[config.mk]
export PLATFORM = sky130hd
export DESIGN_NAME = cd_spi2csr_flat
export DESIGN_NICKNAME = d
export VERILOG_FILES = /design/src/rtl/cd_spi2csr_if.sv /design/src/rtl/cd_spi2csr.sv /design/src/flat_wrapper.sv
export SDC_FILE = /design/constraint.sdc
export NUM_CORES = 1
export LEC_CHECK = 0
export ABC_CLOCK_PERIOD_IN_PS = 2500
export CAP_MARGIN = 20
export CORE_MARGIN = 4
export CORE_UTILIZATION = 50
export DETAILED_ROUTE_END_ITERATION = 8
export DONT_BUFFER_PORTS = 1
export SYNTH_ARGS = -nofsm -noshare
export SYNTH_HDL_FRONTEND = slang
export SYNTH_SLANG_ARGS = --single-unit
[constraint.sdc]
create_clock -name clk -period 2.5 [get_ports clk]
set_clock_uncertainty 0.15 [all_clocks]
set_input_delay 0.5 -clock clk [delete_from_list [all_inputs] [get_ports clk]]
set_output_delay 0.5 -clock clk [all_outputs]
set_load 0.01 [all_outputs]
[src/rtl/cd_spi2csr_if.sv]
// ----------------------------------------------------------------------------
// cd_spi2csr_if
// CSR-side bus of the SPI-to-CSR bridge.
//   csr_address    : register address, held between command bytes
//   csr_byteenable : one-hot byte lane enable, zero unless csr_write is high
//   csr_read       : one-cycle read strobe
//   csr_readdata   : combinational read data, valid while csr_read is high
//   csr_write      : one-cycle write strobe
//   csr_writedata  : write data (received byte replicated in all lanes)
// The bridge is the master; the register file is the slave.
// ----------------------------------------------------------------------------
interface cd_spi2csr_if;
    logic [3:0]  csr_address;
    logic [3:0]  csr_byteenable;
    logic        csr_read;
    logic [31:0] csr_readdata;
    logic        csr_write;
    logic [31:0] csr_writedata;

    modport master (
        output csr_address,
        output csr_byteenable,
        output csr_read,
        input  csr_readdata,
        output csr_write,
        output csr_writedata
    );

    modport slave (
        input  csr_address,
        input  csr_byteenable,
        input  csr_read,
        output csr_readdata,
        input  csr_write,
        input  csr_writedata
    );
endinterface

[src/rtl/cd_spi2csr.sv]
// ----------------------------------------------------------------------------
// cd_spi2csr
// SPI (mode 0) slave that turns each nss-framed transaction into CSR accesses.
// Frame: command byte {W, 3 reserved bits, ADDR[3:0]} then up to four data
// bytes, MSB first, byte k mapped to lane k. Writes issue one strobe per data
// byte; reads issue a single strobe after the command byte and shift the
// captured word out on miso. Everything runs in the clk domain; the SPI pins
// are synchronized and sclk edges are detected on the synchronized copy.
// Ports:
//   clk, reset_n : system clock, asynchronous active-low reset
//   sclk, nss, mosi : SPI inputs (asynchronous to clk)
//   miso, miso_en   : SPI data out and its tristate enable
//   csr             : CSR master port (see cd_spi2csr_if)
// ----------------------------------------------------------------------------
module cd_spi2csr #(
    parameter int SYNC_STAGES = 2
) (
    input  logic         clk,
    input  logic         reset_n,
    input  logic         sclk,
    input  logic         nss,
    input  logic         mosi,
    output logic         miso,
    output logic         miso_en,
    cd_spi2csr_if.master csr
);

    localparam int SS = (SYNC_STAGES < 2) ? 2 : SYNC_STAGES;

    typedef enum logic [1:0] {
        IDLE = 2'd0,
        CMD  = 2'd1,
        DATA = 2'd2,
        OVER = 2'd3
    } state_t;

    // Reorders the read word so that a plain MSB-first shift emits
    // lane0[7..0], lane1[7..0], lane2[7..0], lane3[7..0].
    function automatic logic [31:0] lane_swap(input logic [31:0] d);
        return {d[7:0], d[15:8], d[23:16], d[31:24]};
    endfunction

    state_t      state_q,       state_d;
    logic [SS-1:0] sclk_sync_q, sclk_sync_d;
    logic [SS-1:0] nss_sync_q,  nss_sync_d;
    logic [SS-1:0] mosi_sync_q, mosi_sync_d;
    logic [SS-1:0] fill_q,      fill_d;
    logic        armed_q,       armed_d;
    logic        sclk_prev_q,   sclk_prev_d;
    logic [2:0]  bit_cnt_q,     bit_cnt_d;
    logic [2:0]  byte_cnt_q,    byte_cnt_d;
    logic [7:0]  rx_q,          rx_d;
    logic        wr_flag_q,     wr_flag_d;
    logic [31:0] tx_q,          tx_d;
    logic        miso_q,        miso_d;
    logic [3:0]  address_q,     address_d;
    logic [3:0]  byteenable_q,  byteenable_d;
    logic        read_q,        read_d;
    logic        write_q,       write_d;
    logic [31:0] writedata_q,   writedata_d;

    logic        sclk_s;
    logic        nss_s;
    logic        mosi_s;
    logic        sync_valid_s;
    logic        sclk_rise_s;
    logic        sclk_fall_s;
    logic [7:0]  rx_byte_s;

    assign sclk_s       = sclk_sync_q[SS-1];
    assign nss_s        = nss_sync_q[SS-1];
    assign mosi_s       = mosi_sync_q[SS-1];
    // fill_q tracks when the synchronizers hold real pin values instead of
    // their reset values.
    assign sync_valid_s = fill_q[SS-1];
    assign sclk_rise_s  = sclk_s & ~sclk_prev_q;
    assign sclk_fall_s  = ~sclk_s & sclk_prev_q;
    assign rx_byte_s    = {rx_q[6:0], mosi_s};

    // Next-state and next-output logic for synchronizers, FSM and CSR strobes.
    always_comb begin
        sclk_sync_d  = {sclk_sync_q[SS-2:0], sclk};
        nss_sync_d   = {nss_sync_q[SS-2:0], nss};
        mosi_sync_d  = {mosi_sync_q[SS-2:0], mosi};
        fill_d       = {fill_q[SS-2:0], 1'b1};
        // A frame may only start once nss has been seen high after reset, so a
        // frame cut by reset is not picked up half-way when reset releases.
        armed_d      = armed_q | (sync_valid_s & nss_s);
        sclk_prev_d  = sclk_s;
        state_d      = state_q;
        bit_cnt_d    = bit_cnt_q;
        byte_cnt_d   = byte_cnt_q;
        rx_d         = rx_q;
        wr_flag_d    = wr_flag_q;
        tx_d         = tx_q;
        miso_d       = 1'b0;
        address_d    = address_q;
        byteenable_d = 4'b0000;
        read_d       = 1'b0;
        write_d      = 1'b0;
        writedata_d  = writedata_q;

        case (state_q)
            IDLE: begin
                if (armed_q && sync_valid_s && !nss_s) begin
                    state_d    = CMD;
                    bit_cnt_d  = 3'd0;
                    byte_cnt_d = 3'd0;
                    rx_d       = 8'h00;
                end else begin
                    state_d    = IDLE;
                end
            end

            CMD: begin
                if (nss_s) begin
                    state_d = IDLE;
                end else if (sclk_rise_s) begin
                    rx_d      = rx_byte_s;
                    bit_cnt_d = bit_cnt_q + 3'd1;
                    if (bit_cnt_q == 3'd7) begin
                        address_d = rx_byte_s[3:0];
                        wr_flag_d = rx_byte_s[7];
                        // Address and strobe update on the same edge, so the
                        // new address is already stable while csr_read is high.
                        read_d    = ~rx_byte_s[7];
                        state_d   = DATA;
                    end else begin
                        state_d   = CMD;
                    end
                end else begin
                    state_d = CMD;
                end
            end

            DATA: begin
                if (nss_s) begin
                    state_d = IDLE;
                end else begin
                    if (read_q) begin
                        tx_d = lane_swap(csr.csr_readdata);
                    end else if (sclk_fall_s && !wr_flag_q) begin
                        tx_d = {tx_q[30:0], 1'b0};
                    end else begin
                        tx_d = tx_q;
                    end

                    if (wr_flag_q) begin
                        miso_d = 1'b0;
                    end else if (sclk_fall_s) begin
                        miso_d = tx_q[31];
                    end else begin
                        miso_d = miso_q;
                    end

                    if (sclk_rise_s) begin
                        rx_d      = rx_byte_s;
                        bit_cnt_d = bit_cnt_q + 3'd1;
                        if (bit_cnt_q == 3'd7) begin
                            if (wr_flag_q) begin
                                write_d      = 1'b1;
                                byteenable_d = 4'b0001 << byte_cnt_q[1:0];
                                writedata_d  = {4{rx_byte_s}};
                            end else begin
                                write_d      = 1'b0;
                            end
                            byte_cnt_d = byte_cnt_q + 3'd1;
                            if (byte_cnt_q == 3'd3) begin
                                state_d = OVER;
                            end else begin
                                state_d = DATA;
                            end
                        end else begin
                            state_d = DATA;
                        end
                    end else begin
                        state_d = DATA;
                    end
                end
            end

            OVER: begin
                if (nss_s) begin
                    state_d = IDLE;
                end else begin
                    state_d = OVER;
                end
            end

            default: begin
                state_d = IDLE;
            end
        endcase
    end

    // State and output registers.
    always_ff @(posedge clk or negedge reset_n) begin
        if (!reset_n) begin
            state_q      <= IDLE;
            sclk_sync_q  <= '0;
            nss_sync_q   <= '1;
            mosi_sync_q  <= '0;
            fill_q       <= '0;
            armed_q      <= 1'b0;
            sclk_prev_q  <= 1'b0;
            bit_cnt_q    <= 3'd0;
            byte_cnt_q   <= 3'd0;
            rx_q         <= 8'h00;
            wr_flag_q    <= 1'b0;
            tx_q         <= 32'h0000_0000;
            miso_q       <= 1'b0;
            address_q    <= 4'h0;
            byteenable_q <= 4'b0000;
            read_q       <= 1'b0;
            write_q      <= 1'b0;
            writedata_q  <= 32'h0000_0000;
        end else begin
            state_q      <= state_d;
            sclk_sync_q  <= sclk_sync_d;
            nss_sync_q   <= nss_sync_d;
            mosi_sync_q  <= mosi_sync_d;
            fill_q       <= fill_d;
            armed_q      <= armed_d;
            sclk_prev_q  <= sclk_prev_d;
            bit_cnt_q    <= bit_cnt_d;
            byte_cnt_q   <= byte_cnt_d;
            rx_q         <= rx_d;
            wr_flag_q    <= wr_flag_d;
            tx_q         <= tx_d;
            miso_q       <= miso_d;
            address_q    <= address_d;
            byteenable_q <= byteenable_d;
            read_q       <= read_d;
            write_q      <= write_d;
            writedata_q  <= writedata_d;
        end
    end

    // miso_en follows the last synchronizer stage directly (itself a flop).
    assign miso_en            = ~nss_s;
    assign miso               = miso_q;
    assign csr.csr_address    = address_q;
    assign csr.csr_byteenable = byteenable_q;
    assign csr.csr_read       = read_q;
    assign csr.csr_write      = write_q;
    assign csr.csr_writedata  = writedata_q;

endmodule

[src/flat_wrapper.sv]
// flat-port wrapper written by rule: the top's interface ports become plain ports
module cd_spi2csr_flat 
#(
    parameter int SYNC_STAGES = 2
)
  (clk, reset_n, sclk, nss, mosi, miso, miso_en, csr_csr_address, csr_csr_byteenable, csr_csr_read, csr_csr_readdata, csr_csr_write, csr_csr_writedata);
  cd_spi2csr_if csr_i ();
  input  logic clk;
  input  logic reset_n;
  input  logic sclk;
  input  logic nss;
  input  logic mosi;
  output logic miso;
  output logic miso_en;
  output wire logic [$bits(csr_i.csr_address)-1:0] csr_csr_address;
  output wire logic [$bits(csr_i.csr_byteenable)-1:0] csr_csr_byteenable;
  output wire logic [$bits(csr_i.csr_read)-1:0] csr_csr_read;
  input wire logic [$bits(csr_i.csr_readdata)-1:0] csr_csr_readdata;
  output wire logic [$bits(csr_i.csr_write)-1:0] csr_csr_write;
  output wire logic [$bits(csr_i.csr_writedata)-1:0] csr_csr_writedata;
  assign csr_csr_address = csr_i.csr_address;
  assign csr_csr_byteenable = csr_i.csr_byteenable;
  assign csr_csr_read = csr_i.csr_read;
  assign csr_i.csr_readdata = csr_csr_readdata;
  assign csr_csr_write = csr_i.csr_write;
  assign csr_csr_writedata = csr_i.csr_writedata;
  cd_spi2csr #(.SYNC_STAGES(SYNC_STAGES)) u_core (.clk(clk), .reset_n(reset_n), .sclk(sclk), .nss(nss), .mosi(mosi), .miso(miso), .miso_en(miso_en), .csr(csr_i));
endmodule
-- After elaboration in Yosys (flattened, before gate mapping)
Index checks and enable logic that the tools add are counted.
W data, S select, Z words.
- $add $sub $neg: 2
- equal/unequal tests: 12
- shift-type cells: 1
- muxes and demuxes: 42
- bitwise logic cells: 8
- reductions and logical operators: 15
- operator list (operator ; count):
    $mux W32 ; 2
    $mux W7 ; 3
    $mux W4 ; 5
    $mux W3 ; 6
    $mux W1 ; 17
    $pmux W7 S2 ; 1
    $pmux W3 S2 ; 2
    $mux W2 ; 5
    $reduce_and A5 Y1 ; 2
    $ne A2 B1 Y1 const B ; 4
    $pmux W2 S4 ; 1
    $reduce_and A4 Y1 ; 2
    $add A3 B1 Y3 const B ; 2
    $reduce_bool A2 Y1 ; 3
    $eq A2 B2 Y1 const B ; 2
    $ne A2 B2 Y1 const B ; 2
    $ne A4 B1 Y1 const B ; 1
    $not A1 Y1 ; 4
    $shl A1 B2 Y4 const A ; 1
    $and A1 B1 Y1 ; 3
    $eq A3 B2 Y1 const B ; 1
    $eq A3 B3 Y1 const B ; 1
    $logic_and A1 B1 Y1 ; 3
    $reduce_and A3 Y1 ; 1
    5 further kinds ; 6
- register bits after elaboration: 101
- input port bits: 37
- output and inout bits: 44
- word-level logic and storage cells: 98

-- Depth between registers and ports, before layout
- depth after elaboration: 6
- mapped depth: 7
- depth with buffers taken out: 5

-- Worst setup path after synthesis
No wires, ideal clock.
- kind: reg2reg
- start point: reg u_core.bit_cnt_q[0]
- end point: reg u_core.writedata_q[26], in the netlist u_core.csr.csr_writedata[26]
- library setup time: 0.125 ns
- arrival time: 1.660 ns
- data required time: 2.225 ns
- path slack: 0.564 ns
- cell stages (with the launch flop): 8
- buffers on the path: 2
- clock period less this slack: 1.936 ns
- cell sequence: dfrtp_1 ha_1 ha_1 and4bb_4 and3_4 buf_6 buf_6 mux2_4
- word-level cells in the longest chain between the ends: 2
- RTL lines (item ; RTL line ; source):
    start, declared ; cd_spi2csr.sv:50 ; logic [2:0] bit_cnt_q, bit_cnt_d;
    start signal, assigned ; cd_spi2csr.sv:225 ; bit_cnt_q <= bit_cnt_d;
    $eq A3 B3 Y1 ; cd_spi2csr.sv:159 ; if (bit_cnt_q == 3'd7) begin
    $reduce_and A5 Y1 (no line) ; - ;
    end signal, assigned ; cd_spi2csr.sv:235 ; writedata_q <= writedata_d;
    end, declared ; cd_spi2csr.sv:60 ; logic [31:0] writedata_q, writedata_d;
Every way passes these cells.
A chain may end at the register's enable or synchronous reset.

-- Worst setup path in the final report
- start point: reg u_core.state_q[0]
- end point: reg u_core.bit_cnt_q[0]
- word-level cells in the longest chain between the ends: 4
- elaborated cells on any way between the ends: 10
- those cells by class: eq/ne (5); mux (1); reduce/logical (4)
- RTL lines (item ; RTL line ; source):
    start, declared ; cd_spi2csr.sv:43 ; state_t state_q, state_d;
    start signal, assigned ; cd_spi2csr.sv:218 ; state_q <= state_d;
    $eq A2 B1 Y1 / $eq A2 B2 Y1 (equally long branches) ; cd_spi2csr.sv:103 ; case (state_q)
    $reduce_or A2 Y1 (no line) ; - ;
    $ne A2 B2 Y1 (no line) (tied with other cells) ; - ;
    $reduce_and A4 Y1 (no line) ; - ;
Parallel ways exist; a longest one is shown, timed or not.

==> results_dict.tcl <==
set metrics [dict create \
    status "complete, no violations" \
    postCtsSetupBuffers 0 \
    r2r_start "u_core.state_q[0]" \
    yosys_register_bits 77 \
    async_flop_share_pct 100 \
    cts_buffer_depth 2 \
    drv_slew 0 \
    n_antenna_cell 0 \
    cellLeakagePower_nw 1.91 \
    cpPeakStageDelay_ns 0.61 \
    synth_area_um2 3980 \
    nets 363 \
    finalHoldViolCount 0 \
    first_iter_violations 111 \
    tns_ns 0 \
    drive_gt1_share_pct 14.7 \
    r2r_cells 5 \
    synth_cell_type_count 40 \
    worst_pin_slew_ns 0.675 \
    critical_path_class "reg2reg" \
    finalSetupViolCount 0 \
    clock_latency_ns 0.35 \
    synth_top_cell_by_area "dfrtp_1" \
    wl_per_cell_um 18.9 \
    grtUsageTotal_pct 17.5 \
    htreeDepth 3 \
    dieArea_um2 9450 \
    critPathMaxFanout 10 \
    synth_seq_area_share_pct 48.5 \
    period_share_pct 80.9 \
    first_pass_iters 4 \
    stdcell_area_um2 4160 \
    path_clk_slew_ns 0.08 \
    slew_headroom_pct 54.9 \
    required_ns 2.64 \
    portBuffers 0 \
    end_kind "register" \
    grt_setup_unrepaired "false" \
    gp_congestion 0.760 \
    initial_core_util_pct 51.5 \
    row_count 32 \
    die_h_um 97.2 \
    dp_slack_ns 0.505 \
    maxCapViolations 0 \
    cp-startpoint "u_core.state_q[0]" \
    die_x_um 97.2 \
    tritoncts "yes" \
    final_common_cell "dfrtp_1" \
    place_area_um2 3890 \
    syn_nets 387 \
    timing.fmax_ghz 0.495 \
    coreArea_um2 7730 \
    cp_cell_sequence "inv_1 > ha_1 > nand3b_1 > a211oi_2 > mux2_2" \
    vias 2436 \
    grt_pass1_vias 2579 \
    wirelength_mm 7.97 \
    min_path_cells 0 \
    io_pins 81 \
    power_density_nw_per_um2 568 \
    hp-class "in2reg" \
    netlist_instances 338 \
    worstPathArrival_ns 2.16 \
    grt_max_degree 78 \
    syn_to_final_growth_pct 4.50 \
    min_period_ns 2.02 \
    vias_per_cell 5.79 \
    antenna_found_initial 0 \
    reg2reg_slack_ns 0.48 \
    synth_area_leaders "dfrtp_1 47%, mux2i_1 7.8%, and3b_1 6.8%" \
    post-route-drc-count 0 \
    dpl.hpwl_mm 5.03 \
    syn_area_per_cell_um2 11.8 \
    final_antenna_net_count 0 \
    numCtsBuffers 9 \
    start_kind "register" \
    synth_edf_count 0 \
    min_from "sclk" \
    final_cell_mix "75 x dfrtp_1, 32 x a22oi_1, 31 x and3b_1, 31 x mux2i_1, 30 x o21ai_0" \
    synth_top_area_share_pct 47.2 \
    whs_endpoint "u_core.sclk_sync_q[0]" \
    r2r_end "u_core.bit_cnt_q[0]" \
    grt_overflow 0 \
    worst_slack_ns 0.478 \
    slowest_stage "a211oi_2" \
    synth_ff_type "dfrtp_1" \
    cts.sinks 77 \
    yosysWarnings 0 \
    cts_root_buffer "clkbuf_8" \
    grt_pass1_wl_mm 13.5 \
    ir_drop_mv 0.244 \
]
[worst max-delay path by stage]
stage	end	slack, ns
floorplan	u_core.csr.csr_writedata[26]	0.56
detailed placement	u_core.bit_cnt_q[0]	0.51
CTS	u_core.bit_cnt_q[0]	0.50
global route	u_core.tx_q[7]	0.34
global placement	u_core.bit_cnt_q[0]	0.59
finish	u_core.bit_cnt_q[0]	0.48
[routing by layer]
| layer | GRT usage [%] | wire length (um) | up-vias |
|---|---|---|---|
| met3 | 4.59 | 382 | 11 |
| met1 | 23.8 | 3750 | 1213 |
| met2 | 27.0 | 3700 | 48 |
| li1 | - | - | 1164 |
| met5 | 0 | 0 | - |
| met4 | 6.16 | 131 | 0 |
[worst max-delay path: cells and delay by family, from the launching register on]
kind            cells  cell delay, ns
mux                 1            0.28
buf+inv             1            0.11
fa+ha+maj           1            0.30
simple gates        1            0.11
flops               1            0.40
compound gates      1            0.61
[report_power, final]
| part | switching, mW | internal [mW] | total [mW] |
|---|---|---|---|
| sequential | 0.00990 | 1.26 | 1.27 |
| combinational | 0.0705 | 0.0496 | 0.120 |
| clock | 0.483 | 0.493 | 0.976 |
[registers in the layout (all words and copies together), names as in the netlist, 2 cells and up]
register	count
u_core.bit_cnt_q	3
u_core.byte_cnt_q	3
u_core.csr.csr_address	4
u_core.csr.csr_byteenable	4
u_core.csr.csr_writedata	8
u_core.fill_q	2
u_core.mosi_sync_q	2
u_core.nss_sync_q	2
u_core.rx_q	7
u_core.sclk_sync_q	2
u_core.state_q	2
u_core.tx_q	32
[Yosys cell counts (5+ instances only)]
| cell type | number |
|---|---|
| buf_4 | 27 |
| mux2i_1 | 31 |
| a22o_1 | 12 |
| buf_2 | 6 |
| a22oi_1 | 32 |
| dfrtp_1 | 75 |
| mux2_4 | 5 |
| mux2_2 | 9 |
| nor2b_1 | 5 |
| inv_1 | 7 |
| and3b_1 | 31 |
| ha_1 | 12 |
| clkbuf_1 | 14 |
| o21ai_0 | 30 |
[area by class of cell]
type / count / area [um2]
sequential: 77 / 1930
fill: 688 / 3570
inverter: 7 / 26.3
clock buffer: 10 / 138
clock inverter: 6 / 70.1
multi-input combinational: 205 / 1720
tap: 102 / 128
timing repair buffer: 14 / 145
[logic make-up after synthesis]
family,share of synthesized area [%]
DFF,48.5
and+or+nand+nor,12.1
other,0.0942
buffers and inverters,8.40
adders and majority gates,3.77
AOI/OAI and AO/OA,14.9
muxes,12.2
[what timing repair did]
item / CTS / global route
hold buffers: 3 / 1
resized for setup: 0 / 0
endpoints found under the hold margin: 78 / 1
[through the flow]
step,power [mW],std cells,utilization [%],hold slack (ns)
global route,2.45,421,53.8,0.00639
global placement,1.38,401,50.4,0.0568
finish,2.36,421,53.8,0.0237
CTS,2.39,420,53.7,0.00314
detailed placement,1.38,401,50.4,0.0573
floorplan,1.36,338,-,0.0544
Power figures use the tool's default switching activity.
